===== src/rtl/ex_mem_stage_reg.sv =====
// ---------------------------------------------------------------------------
// ex_mem_stage_reg
//   EX->MEM pipeline register with a valid/ready handshake and a two-entry
//   skid buffer (main + skid). Carries PC, ALU result, Rm value, destination
//   index and the WB/MEM control bits. Entries leave in strict FIFO order.
//   The control outputs are gated by out_valid, so a bubble can never write
//   the register file or memory.
//
// Optional feature (macro EX_MEM_STAGE_STATS_EN):
//   Adds stall_cnt (cycles with out_valid & ~out_ready) and flush_cnt (valid
//   entries discarded by flush). Both clear on RST and wrap at 2^32.
//
// Ports
//   CLK, RST            clock (rising edge), synchronous active-high reset
//   flush               drop every held entry and any input taken this cycle
//   in_valid/in_ready   upstream handshake (in_ready depends on state only)
//   PC_In .. MEM_W_EN_In  EX result bundle
//   out_valid/out_ready downstream handshake
//   PC_Out .. MEM_W_EN_Out registered bundle (control bits gated by out_valid)
//   stall_cnt, flush_cnt  statistics (only with EX_MEM_STAGE_STATS_EN)
// ---------------------------------------------------------------------------
module ex_mem_stage_reg #(
  parameter int PC_W   = 32,
  parameter int DATA_W = 32,
  parameter int DEST_W = 4
) (
  input  logic              CLK,
  input  logic              RST,
  input  logic              flush,
  input  logic              in_valid,
  output logic              in_ready,
  input  logic [PC_W-1:0]   PC_In,
  input  logic [DATA_W-1:0] ALU_Res_In,
  input  logic [DATA_W-1:0] Val_Rm_In,
  input  logic [DEST_W-1:0] Dest_In,
  input  logic              WB_EN_In,
  input  logic              MEM_R_EN_In,
  input  logic              MEM_W_EN_In,
  output logic              out_valid,
  input  logic              out_ready,
  output logic [PC_W-1:0]   PC_Out,
  output logic [DATA_W-1:0] ALU_Res_Out,
  output logic [DATA_W-1:0] Val_Rm_Out,
  output logic [DEST_W-1:0] Dest_Out,
  output logic              WB_EN_Out,
  output logic              MEM_R_EN_Out,
  output logic              MEM_W_EN_Out
`ifdef EX_MEM_STAGE_STATS_EN
  ,
  output logic [31:0]       stall_cnt,
  output logic [31:0]       flush_cnt
`endif
);

  typedef struct packed {
    logic [PC_W-1:0]   pc;
    logic [DATA_W-1:0] alu_res;
    logic [DATA_W-1:0] val_rm;
    logic [DEST_W-1:0] dest;
    logic              wb_en;
    logic              mem_r_en;
    logic              mem_w_en;
  } bundle_t;

  bundle_t in_bundle;
  bundle_t main_q;
  bundle_t skid_q;
  logic    main_valid;
  logic    skid_valid;
  logic    accept;
  logic    drain;

  assign in_bundle = '{pc:       PC_In,
                       alu_res:  ALU_Res_In,
                       val_rm:   Val_Rm_In,
                       dest:     Dest_In,
                       wb_en:    WB_EN_In,
                       mem_r_en: MEM_R_EN_In,
                       mem_w_en: MEM_W_EN_In};

  // Ready comes straight from a flop so no combinational path runs from
  // out_ready back to in_ready.
  assign in_ready = ~skid_valid;
  assign accept   = in_valid & in_ready;
  assign drain    = main_valid & out_ready;

  // NOTE: sequential state uses non-blocking assignments so every register
  // samples pre-edge values regardless of statement order.
  always_ff @(posedge CLK) begin
    if (RST) begin
      // NOTE: the data registers are reset too (not only the valids) because
      // the outputs must read as zero straight out of reset.
      main_valid <= 1'b0;
      skid_valid <= 1'b0;
      main_q     <= '0;
      skid_q     <= '0;
    end else if (flush) begin
      // Flush wins over accept and reload; data contents become don't-care.
      main_valid <= 1'b0;
      skid_valid <= 1'b0;
    end else begin
      if (!main_valid || drain) begin
        // Main frees up this edge: the older skid entry has priority over
        // new input so ordering stays FIFO. When skid is full, in_ready is
        // low, so no accept can collide with the skid move.
        if (skid_valid) begin
          main_q     <= skid_q;
          skid_valid <= 1'b0;
        end else if (accept) begin
          main_q     <= in_bundle;
          main_valid <= 1'b1;
        end else begin
          main_valid <= 1'b0;
        end
      end else if (accept) begin
        // Main is stalled: park the new bundle in the skid entry.
        skid_q     <= in_bundle;
        skid_valid <= 1'b1;
      end
    end
  end

`ifdef EX_MEM_STAGE_STATS_EN
  always_ff @(posedge CLK) begin
    if (RST) begin
      stall_cnt <= '0;
      flush_cnt <= '0;
    end else begin
      if (main_valid && !out_ready) begin
        stall_cnt <= stall_cnt + 32'd1;
      end
      if (flush) begin
        flush_cnt <= flush_cnt + 32'(main_valid) + 32'(skid_valid);
      end
    end
  end
`else
  // Statistics counters are not built in this configuration.
`endif

  assign out_valid    = main_valid;
  assign PC_Out       = main_q.pc;
  assign ALU_Res_Out  = main_q.alu_res;
  assign Val_Rm_Out   = main_q.val_rm;
  assign Dest_Out     = main_q.dest;
  assign WB_EN_Out    = main_q.wb_en    & main_valid;
  assign MEM_R_EN_Out = main_q.mem_r_en & main_valid;
  assign MEM_W_EN_Out = main_q.mem_w_en & main_valid;

endmodule


===== config.mk =====
export PLATFORM = sky130hd
export DESIGN_NAME = ex_mem_stage_reg
export DESIGN_NICKNAME = d
export VERILOG_FILES = /design/src/rtl/ex_mem_stage_reg.sv
export SDC_FILE = /design/constraint.sdc
export NUM_CORES = 1
export LEC_CHECK = 0
export ABC_AREA = 1
export CORE_MARGIN = 2
export CORE_UTILIZATION = 50
export DETAILED_ROUTE_END_ITERATION = 16
export GPL_ROUTABILITY_DRIVEN = 0
export PLACE_DENSITY = 0.75
export SLEW_MARGIN = 25
export SYNTH_ARGS = -nofsm -noshare
export SYNTH_HDL_FRONTEND = slang
export SYNTH_SLANG_ARGS = --single-unit

===== constraint.sdc =====
create_clock -name CLK -period 1.94 [get_ports CLK]
set_input_delay 0.194 -clock CLK [delete_from_list [all_inputs] [get_ports CLK]]
set_output_delay 0.194 -clock CLK [all_outputs]
set_load 0.005 [all_outputs]

==> impl_results.md, run 1 <==
* Slew Viols, Final at 0
* Worst Reg-to-Reg Cells at 6
* CP Buf/Inv Count at 2
* Sequential-to-total area share from yosys stat at 39.9%
* # setup viols final at 0
* Multi-input logic area at 0.00422 sq mm
* Period utilization at 91.0%
* Max incr delay on CP at 0.51 ns
* Worst vdd ir at 481 uV
* Combinational share of power at 13.3%
* Placement Setup Slack at 0.209 ns
* P&R area growth vs syn at 21.4%
* Vias in the first global route at 8358
* Largest net degree at the start of global routing at 123
* Die X at 148 microns
* DR vias at 9282
* Final Hold Fails at 0
* Netlist cell types at 16
* Final wirelength at 23900 microns
* Synth Area per Inst at 6.26 sq um
* Port buffer count at 212
* Residual DRC at 0
* Skew final at 0.00611 ns
* Leakage power at 5.87 nW
* Worst setup margin at 0.175 ns
* Hold Path Sink: skid_q[95]
* Clock share of power at 40.9%
* CP endpoint kind: output port
* Status: finished, final reports clean
* Startpoint types: register
* Post-Syn Nets at 1775
* Layout cells sized above 1 at 3.29%
* Int Power at 0.00757 W
* Hpwl dp at 14700 microns
* Nets at 1829
* Final TNS setup at 0 ns
* Area contributors post-synth: dfxtp_1 40%, nand2_1 15%, nor2_1 15%, buf_4 8.4%, inv_1 7.6%
* Max Clock Freq at 566 MHz
* # Max-Cap Violations at 0
* CTS Buffer Depth at 3
* Kind of critical path: reg -> out
* Post-CTS sizing at 0
* Total track usage at 21.3%
* Core Region at 0.0204 sq mm
* Synthesized instance count at 1667
* Clock Latency Late Sink at 0.49 ns
* Clock-pin slew on the worst setup and hold paths at 0.06 ns
* Avg WL per Cell at 11.9 microns
* Worst-path fanout max at 7
* First-pass GRT wire length at 39600 microns
* R2R Path End: skid_q[53]
* I/O pin count at 213
* ANT nets after route at 0
* Sequential share of power at 45.8%
* Die Ht at 148 microns
* # fillers at 1908
* FF+latch count, synth at 208
* Critical path arrival at 1.57 ns
* CTS Buf Count at 22
* CTS tree: done
* Critical path data required time at 1.75 ns
* Reg2reg setup slack at 0.48 ns
* NetSw at 0.00238 W
* Yosys warns at 0
* Grt ovf at 0
* Hold path start: PC_In[24]
* Cell Rows at 52
* Post-CTS setup buffers at 0
* DR vias/cell at 4.63
* Pre-Repair DR Iteration Count at 7
* Slew margin rel. at 68.7%
* Starting Density at 51.2%
* Root buf cell: clkbuf_16
* Top cell type's share of synthesized area at 39.9%
* Crit path time final at 1.77 ns
* Synth Cell Area at 0.0104 sq mm
* Switching Share at 23.9%
* Synth area leader: dfxtp_1
* Hold buffers post-CTS at 0
* Power Dens Cells at 785 mW/mm^2
* Crit. Startpoint: out_valid
* H-tree Lvls at 1
* Clk sinks at 208
* Slowest CP cell: clkdlybuf4s50_1
* Register area at 0.00417 sq mm
* Die area at 0.0220 sq mm
* Initial DRC Count at 557
* HP Class: in -> reg
* Ant. Diodes at 0
* CP top delay family: buffers and inverters
* Reg2Reg Launch Point: out_valid
* Hold path depth at 5
* Initial antenna violation count at 1
* RSZ-0062 raised after global routing: false
* Crit-path cells: nand2_1, inv_1, clkdlybuf4s50_1
* Measured slew at the worst slew-check pin at 0.470 ns
cells in the mapped netlist:
| cell | instances |
|---|---|
| buf_1 | 18 |
| nor3b_1 | 1 |
| nand2_1 | 418 |
| nand3_1 | 104 |
| nor2_1 | 413 |
| buf_6 | 4 |
| o21ai_0 | 104 |
| clkbuf_1 | 32 |
| dfxtp_1 | 208 |
| nand3_2 | 1 |
| inv_2 | 3 |
| nor2_4 | 2 |
| buf_4 | 117 |
| a21oi_1 | 1 |
| buf_2 | 29 |
| inv_1 | 212 |
stage by stage:
step / cells / utilization [%] / hold slack [ns] / cell area [sq um] / total power, W
2_1_floorplan: 1667 / - / 0.392 / 10400 / 0.00548
3_3_place_gp: 1967 / 58.8 / 0.462 / 12000 / 0.00595
3_5_place_dp: 1967 / 58.8 / 0.470 / 12000 / 0.00598
4_1_cts: 2004 / 62.2 / 0.334 / 12700 / 0.0101
5_1_grt: 2004 / 62.2 / 0.369 / 12700 / 0.0104
6_report: 2004 / 62.2 / 0.354 / 12700 / 0.00995
power groups by stage:
stage	combinational [W]	sequential, W	clock (W)
2_1_floorplan	0.000860	0.00462	0
3_5_place_dp	0.00132	0.00465	0
3_3_place_gp	0.00131	0.00465	0
4_1_cts	0.00133	0.00456	0.00418
5_1_grt	0.00149	0.00458	0.00434
6_report	0.00132	0.00456	0.00406
flip-flops by register name (all words and copies together) (netlist names):
signal,count
out_valid,1
Val_Rm_Out,32
PC_Out,32
ALU_Res_Out,32
main_q,3
Dest_Out,4
skid_valid,1
skid_q,103
layout by cell type (no fill, tap or decap), drive strengths merged:
master | Yosys | layout
nor3b | 1 | 1
nand2 | 418 | 418
inv | 215 | 215
nor2 | 415 | 415
dfxtp | 208 | 208
o21ai | 104 | 104
clkdlybuf4s50 | 0 | 212
clkbuf | 32 | 37
nand3 | 105 | 105
buf | 168 | 18
a21oi | 1 | 1
worst max path at each step:
stage / end / slack (ns) / cells past startpoint
3_3_place_gp: skid_q[51] / 0.27 / 7
2_1_floorplan: skid_q[30] / 0.64 / 7
5_1_grt: MEM_R_EN_Out / 0.12 / 3
4_1_cts: WB_EN_Out / 0.05 / 3
6_report: WB_EN_Out / 0.17 / 3
3_5_place_dp: skid_q[66] / 0.21 / 7
layer usage:
metal | share of wire [%] | global-route usage, % | wire length (microns) | vias up
li1 | - | - | - | 4946
met1 | 47 | 29.2 | 11300 | 4071
met2 | 45 | 35.6 | 10800 | 240
met3 | 6.3 | 3.83 | 1490 | 23
met4 | 1.0 | 4.00 | 248 | 2
met5 | 0.054 | 0 | 13 | -
area by class of cell:
class	instances	share of cell area, %
clock buffer	37	5.51
inverter	215	6.41
multi-input combinational	1044	33.3
sequential	208	32.9
tap	270	2.67
timing repair buffer	230	19.2
worst min-delay path, cell delays in order:
cell and delay (ns):
clkdlybuf4s50_1 0.39, inv_1 0.06, nand3_1 0.07, nand2_1 0.05, nor2_1 0.03
kinds of logic (layout without fill, tap and decap cells):
kind of cell	count (synthesis)	in the layout	synth area share (%)
compound gates	105	105	5.04
flops	208	208	39.9
simple gates	939	939	35.3
buf+inv	415	482	19.8
Note: power is estimated with default switching activity, not from simulation.
==> inputs of run 2 (changes only) <==
--- a/config.mk
+++ b/config.mk
@@ -10,6 +10,7 @@
 export CORE_UTILIZATION = 50
 export DETAILED_ROUTE_END_ITERATION = 16
 export GPL_ROUTABILITY_DRIVEN = 0
+export MAX_ROUTING_LAYER = met4
 export PLACE_DENSITY = 0.75
 export SLEW_MARGIN = 25
 export SYNTH_ARGS = -nofsm -noshare
==> impl_results.md, run 2 (synthesis results as in run 1) <==
* Status: finished, final reports clean (unchanged)
* Power Dens Cells at 785 mW/mm^2 (about the same)
* Initial antenna violation count at 1 (unchanged)
* # Max-Cap Violations at 0 (unchanged)
* Switching Share at 24.0% (was 23.9%)
* Slew Viols, Final at 0 (unchanged)
* Slowest CP cell: clkdlybuf4s50_1 (unchanged)
* Sequential share of power at 45.8% (about the same)
* Clock share of power at 40.9% (about the same)
* Worst vdd ir at 483 uV (was 481 uV)
* Commonest non-fill, non-tap cell in the layout: nand2_1 (unchanged)
* Cell Rows at 52 (unchanged)
* P&R area growth vs syn at 21.5% (was 21.4%)
* I/O pin count at 213 (unchanged)
* Nets at 1829 (unchanged)
* Post-CTS setup buffers at 0 (unchanged)
* Die Ht at 148 microns (unchanged)
* Starting Density at 51.2% (unchanged)
* Leakage power at 5.87 nW (about the same)
* Critical path arrival at 1.57 ns (about the same)
* M1 wire length at 11400 microns (was 11300 microns)
* Clk sinks at 208 (unchanged)
* Worst-path fanout max at 7 (unchanged)
* Top Metal Used: met4 (was met5)
* DR vias/cell at 4.63 (about the same)
* Reg with most FFs: skid_q (unchanged)
* Final wirelength at 23900 microns (about the same)
* Final Hold Fails at 0 (unchanged)
* Largest net degree at the start of global routing at 123 (unchanged)
* Int Power at 0.00757 W (about the same)
* First-pass GRT wire length at 39600 microns (about the same)
* Critical path data required time at 1.75 ns (about the same)
* Hpwl dp at 14700 microns (unchanged)
* ANT nets after route at 0 (unchanged)
* Final Cell Area at 0.0127 sq mm (about the same)
* Residual DRC at 0 (unchanged)
* CTS Buf Count at 22 (unchanged)
* Hold buffers post-CTS at 0 (unchanged)
* Root buf cell: clkbuf_16 (unchanged)
* Clock Latency Late Sink at 0.49 ns (about the same)
* CP endpoint kind: output port (unchanged)
* CTS tree: done (unchanged)
* # setup viols final at 0 (unchanged)
* Avg WL per Cell at 11.9 microns (about the same)
* NetSw at 0.00239 W (was 0.00238 W)
* Max incr delay on CP at 0.51 ns (about the same)
* Max Clock Freq at 566 MHz (about the same)
* Grt ovf at 0 (unchanged)
* Period utilization at 91.1% (was 91.0%)
* Die area at 0.0220 sq mm (unchanged)
* Max reg flops at 103 (unchanged)
* Die X at 148 microns (unchanged)
* Port buffer count at 212 (unchanged)
* Most frequent cells in the layout: 418 x nand2_1, 412 x nor2_1, 212 x inv_1, 212 x clkdlybuf4s50_1, 206 x dfxtp_1 (unchanged)
* Core Region at 0.0204 sq mm (unchanged)
* Kind of critical path: reg -> out (unchanged)
* Measured slew at the worst slew-check pin at 0.471 ns (was 0.470 ns)
* Initial DRC Count at 524 (was 557)
* Met3 WL at 1350 microns (was 1490 microns)
* Vias in the first global route at 8366 (was 8358)
* DR vias at 9289 (was 9282)
* Skew final at 0.00650 ns (was 0.00611 ns)
* Crit-path cells: nand2_1, inv_1, clkdlybuf4s50_1 (unchanged)
* Final TNS setup at 0 ns (unchanged)
* Pre-Repair DR Iteration Count at 6 (was 7)
* H-tree Lvls at 1 (unchanged)
* Power Total at 0.00995 W (about the same)
* CTS Buffer Depth at 3 (unchanged)
* DP Area at 0.0120 sq mm (unchanged)
* Clock-pin slew on the worst setup and hold paths at 0.06 ns (about the same)
* Crit path time final at 1.77 ns (about the same)
* Slew margin rel. at 68.6% (was 68.7%)
* Combinational share of power at 13.3% (about the same)
* DR WL met2 at 11000 microns (was 10800 microns)
* HP Class: in -> reg (unchanged)
* Startpoint types: register (unchanged)
* Total track usage at 21.9% (was 21.3%)
* Layout cells sized above 1 at 3.29% (unchanged)
* RSZ-0062 raised after global routing: false (unchanged)
run 2: worst max-delay path: cells and delay by family, from the launching register on:
family | cells | cell delay [ns]
buffers and inverters | 2 | 0.60
and+or+nand+nor | 1 | 0.07
DFF | 1 | 0.41
run 2: power by group through the flow:
| stage | registers, W | logic (W) | clock network, W |
|---|---|---|---|
| detailed placement | 0.00465 | 0.00132 | 0 |
| finish | 0.00456 | 0.00132 | 0.00407 |
| floorplan | 0.00462 | 0.000860 | 0 |
| CTS | 0.00456 | 0.00133 | 0.00418 |
| global placement | 0.00465 | 0.00131 | 0 |
| global route | 0.00458 | 0.00149 | 0.00434 |
run 2: path summary, 6_finish.rpt:
path                                  from          to  depth (start not counted)  slack [ns]
worst max-delay path             out_valid   WB_EN_Out                          3        0.17
worst min register to register  skid_q[63]  skid_q[63]                          2        0.48
worst min-delay path             PC_In[24]  skid_q[95]                          5        0.35
worst max register to register   out_valid  skid_q[53]                          6        0.47
run 2: what timing repair did:
item                                    4_1_cts  5_1_grt
hold endpoints to repair                      0        0
resized for setup                             0        1
endpoints found under the setup margin        0        1
run 2: final cells by class:
type	instances	area, sq um
antenna	1	2.50
clock buffer	37	698
fill	1909	7690
inverter	215	812
multi-input combinational	1044	4220
sequential	208	4170
tap	270	338
timing repair buffer	230	2430
run 2: per-layer routing:
layer	vias up	GRT usage, %
met5	-	-
met4	0	4.00
met3	21	3.62
met2	233	35.7
met1	4086	29.1
li1	4949	-
run 2: through the flow:
stage          std cells  util, %  hold slack, ns  setup WS [ns]
2_1_floorplan       1667        -           0.392          0.637
3_3_place_gp        1967     58.8           0.462          0.275
3_5_place_dp        1967     58.8           0.470          0.209
4_1_cts             2004     62.2           0.334         0.0546
5_1_grt             2005     62.2           0.369          0.118
6_report            2005     62.2           0.353          0.173
==> inputs of run 3 (changes only) <==
--- a/config.mk
+++ b/config.mk
@@ -6,6 +6,7 @@
 export NUM_CORES = 1
 export LEC_CHECK = 0
 export ABC_AREA = 1
+export CORE_ASPECT_RATIO = 2
 export CORE_MARGIN = 2
 export CORE_UTILIZATION = 50
 export DETAILED_ROUTE_END_ITERATION = 16
==> impl_results.md, run 3 (synthesis results as in run 1) <==
* CP endpoint kind: output port (unchanged)
* CP Depth at 3 (unchanged)
* Multi-input logic area at 0.00422 sq mm (unchanged)
* # fillers at 1924 (was 1909)
* # Max-Cap Violations at 0 (unchanged)
* Commonest non-fill, non-tap cell in the layout: nand2_1 (unchanged)
* Port buffer count at 212 (unchanged)
* Slew margin rel. at 73.4% (was 68.6%)
* Crit path time final at 1.75 ns (was 1.77 ns)
* Skew final at 0.00824 ns (was 0.00650 ns)
* Int Power at 0.00713 W (was 0.00757 W)
* Startpoint types: register (unchanged)
* Post-CTS setup buffers at 0 (unchanged)
* Slew Viols, Final at 0 (unchanged)
* Initial DRC Count at 528 (was 524)
* Switching Share at 24.6% (was 24.0%)
* Clock-pin slew on the worst setup and hold paths at 0.06 ns (about the same)
* Filler-free cell count of the finished design at 1994 (was 2005)
* DR vias/cell at 4.75 (was 4.63)
* NetSw at 0.00233 W (was 0.00239 W)
* Placement Setup Slack at 0.231 ns (was 0.209 ns)
* Worst Reg-to-Reg Cells at 6 (unchanged)
* Worst vdd ir at 708 uV (was 483 uV)
* Final wirelength at 24300 microns (was 23900 microns)
* Post-CTS sizing at 0 (unchanged)
* Die Ht at 208 microns (was 148 microns)
* Max incr delay on CP at 0.50 ns (was 0.51 ns)
* CP Buf/Inv Count at 2 (unchanged)
* Combinational share of power at 14.0% (was 13.3%)
* DR vias at 9462 (was 9289)
* Register area at 0.00417 sq mm (about the same)
* RSZ-0062 raised after global routing: false (unchanged)
* First-pass GRT wire length at 40300 microns (was 39600 microns)
* Most frequent cells in the layout: 418 x nand2_1, 412 x nor2_1, 212 x inv_1, 212 x clkdlybuf4s50_1, 207 x dfxtp_1 (was 418 x nand2_1, 412 x nor2_1, 212 x inv_1, 212 x clkdlybuf4s50_1, 206 x dfxtp_1)
* Slowest CP cell: clkdlybuf4s50_1 (unchanged)
* Critical path data required time at 1.75 ns (about the same)
* Initial antenna violation count at 0 (was 1)
* DP Area at 0.0120 sq mm (about the same)
* CP top delay family: buffers and inverters (unchanged)
* Kind of critical path: reg -> out (unchanged)
* H-tree Lvls at 1 (unchanged)
* Sequential share of power at 48.1% (was 45.8%)
* P&R area growth vs syn at 20.2% (was 21.5%)
* Measured slew at the worst slew-check pin at 0.399 ns (was 0.471 ns)
* Ant. Diodes at 0 (was 1)
* Worst setup margin at 0.188 ns (was 0.173 ns)
* Hold path depth at 5 (unchanged)
* Die area at 0.0221 sq mm (was 0.0220 sq mm)
* Crit-path cells: nand2_1, inv_1, clkdlybuf4s50_1 (unchanged)
* ANT nets after route at 0 (unchanged)
* Clock Latency Late Sink at 0.48 ns (was 0.49 ns)
* Final TNS setup at 0 ns (unchanged)
* Final Cell Area at 0.0125 sq mm (was 0.0127 sq mm)
* Reg with most FFs: skid_q (unchanged)
* CTS Buf Count at 19 (was 22)
* Residual DRC at 0 (unchanged)
* Grt ovf at 0 (unchanged)
* Max Clock Freq at 571 MHz (was 566 MHz)
* Clk sinks at 208 (unchanged)
* Pre-Repair DR Iteration Count at 7 (was 6)
* Period utilization at 90.3% (was 91.1%)
* Core Region at 0.0205 sq mm (was 0.0204 sq mm)
* Cell Rows at 74 (was 52)
* CTS Buffer Depth at 3 (unchanged)
* Clock share of power at 37.8% (was 40.9%)
* Leakage power at 5.81 nW (was 5.87 nW)
* CTS tree: done (unchanged)
* Layout cells sized above 1 at 3.01% (was 3.29%)
* Largest net degree at the start of global routing at 98 (was 123)
* Root buf cell: clkbuf_16 (unchanged)
* Total track usage at 22.2% (was 21.9%)
* Final Hold Fails at 0 (unchanged)
* Status: finished, final reports clean (unchanged)
* Avg WL per Cell at 12.2 microns (was 11.9 microns)
* Nets at 1826 (was 1829)
* # setup viols final at 0 (unchanged)
* Max reg flops at 103 (unchanged)
* Power Dens Cells at 755 mW/mm^2 (was 785 mW/mm^2)
* Vias in the first global route at 8721 (was 8366)
* Post-Place Cells at 1963 (was 1967)
* Starting Density at 51.0% (was 51.2%)
* Hold buffers post-CTS at 0 (unchanged)
* Worst-path fanout max at 7 (unchanged)
* Critical path arrival at 1.56 ns (was 1.57 ns)
* I/O pin count at 213 (unchanged)
* Hpwl dp at 15500 microns (was 14700 microns)
* HP Class: in -> reg (unchanged)
* Die X at 106 microns (was 148 microns)
==> run 3: changes by cell type in the layout (fill, tap and decap cells not counted) <==
cell | previous run | this run
dfxtp_1 | 206 | 207
diode_2 | 1 | 0
clkinv_2 | 0 | 3
clkbuf_8 | 7 | 3
dfxtp_2 | 1 | 0
clkbuf_16 | 23 | 20
clkbuf_1 | 7 | 5
==> run 3: power by group through the flow <==
stage / clock network [W] / logic, W / registers [W]
after floorplan: 0 / 0.000860 / 0.00462
after global placement: 0 / 0.00131 / 0.00465
after detailed placement: 0 / 0.00133 / 0.00465
after CTS: 0.00369 / 0.00134 / 0.00456
after global routing: 0.00381 / 0.00149 / 0.00457
final: 0.00358 / 0.00133 / 0.00456
==> run 3: metrics by stage <==
stage | hold WS (ns) | total power (W) | util (%)
3_5_place_dp | 0.471 | 0.00598 | 58.5
6_report | 0.371 | 0.00946 | 61.3
3_3_place_gp | 0.462 | 0.00596 | 58.5
5_1_grt | 0.402 | 0.00987 | 61.3
2_1_floorplan | 0.392 | 0.00548 | -
4_1_cts | 0.353 | 0.00959 | 61.3
==> run 3: metal layers <==
layer / vias to the layer above / part of all wire (%) / track usage (%) / routed length (microns)
met5: - / 0 / - / 0
met3: 51 / 4.7 / 2.35 / 1150
li1: 4927 / - / - / -
met4: 0 / 3.4 / 8.17 / 824
met2: 252 / 51 / 39.5 / 12500
met1: 4232 / 41 / 25.3 / 9860
==> run 3: area by class of cell <==
type / instances / share of cell area [%]
multi-input combinational: 1044 / 33.7
clock buffer: 28 / 4.47
clock inverter: 3 / 0.120
inverter: 215 / 6.48
sequential: 208 / 33.2
tap: 266 / 2.65
timing repair buffer: 230 / 19.4
==> run 3: worst register-to-register path, cell delays in order (launching register included) <==
cell and delay, ns:
dfxtp_1 0.45, nand2_1 0.20, nand3_4 0.16, buf_12 0.34, nand2_1 0.15, nand2_1 0.08
nor2_1 0.04
==> run 3: path summary, 6_finish.rpt <==
kind,slack (ns),to,startpoint
min reg2reg,0.48,skid_q[78],skid_q[78]
max reg2reg,0.43,PC_Out[0],out_valid
max,0.19,MEM_R_EN_Out,out_valid
min,0.37,skid_q[12],Val_Rm_In[5]
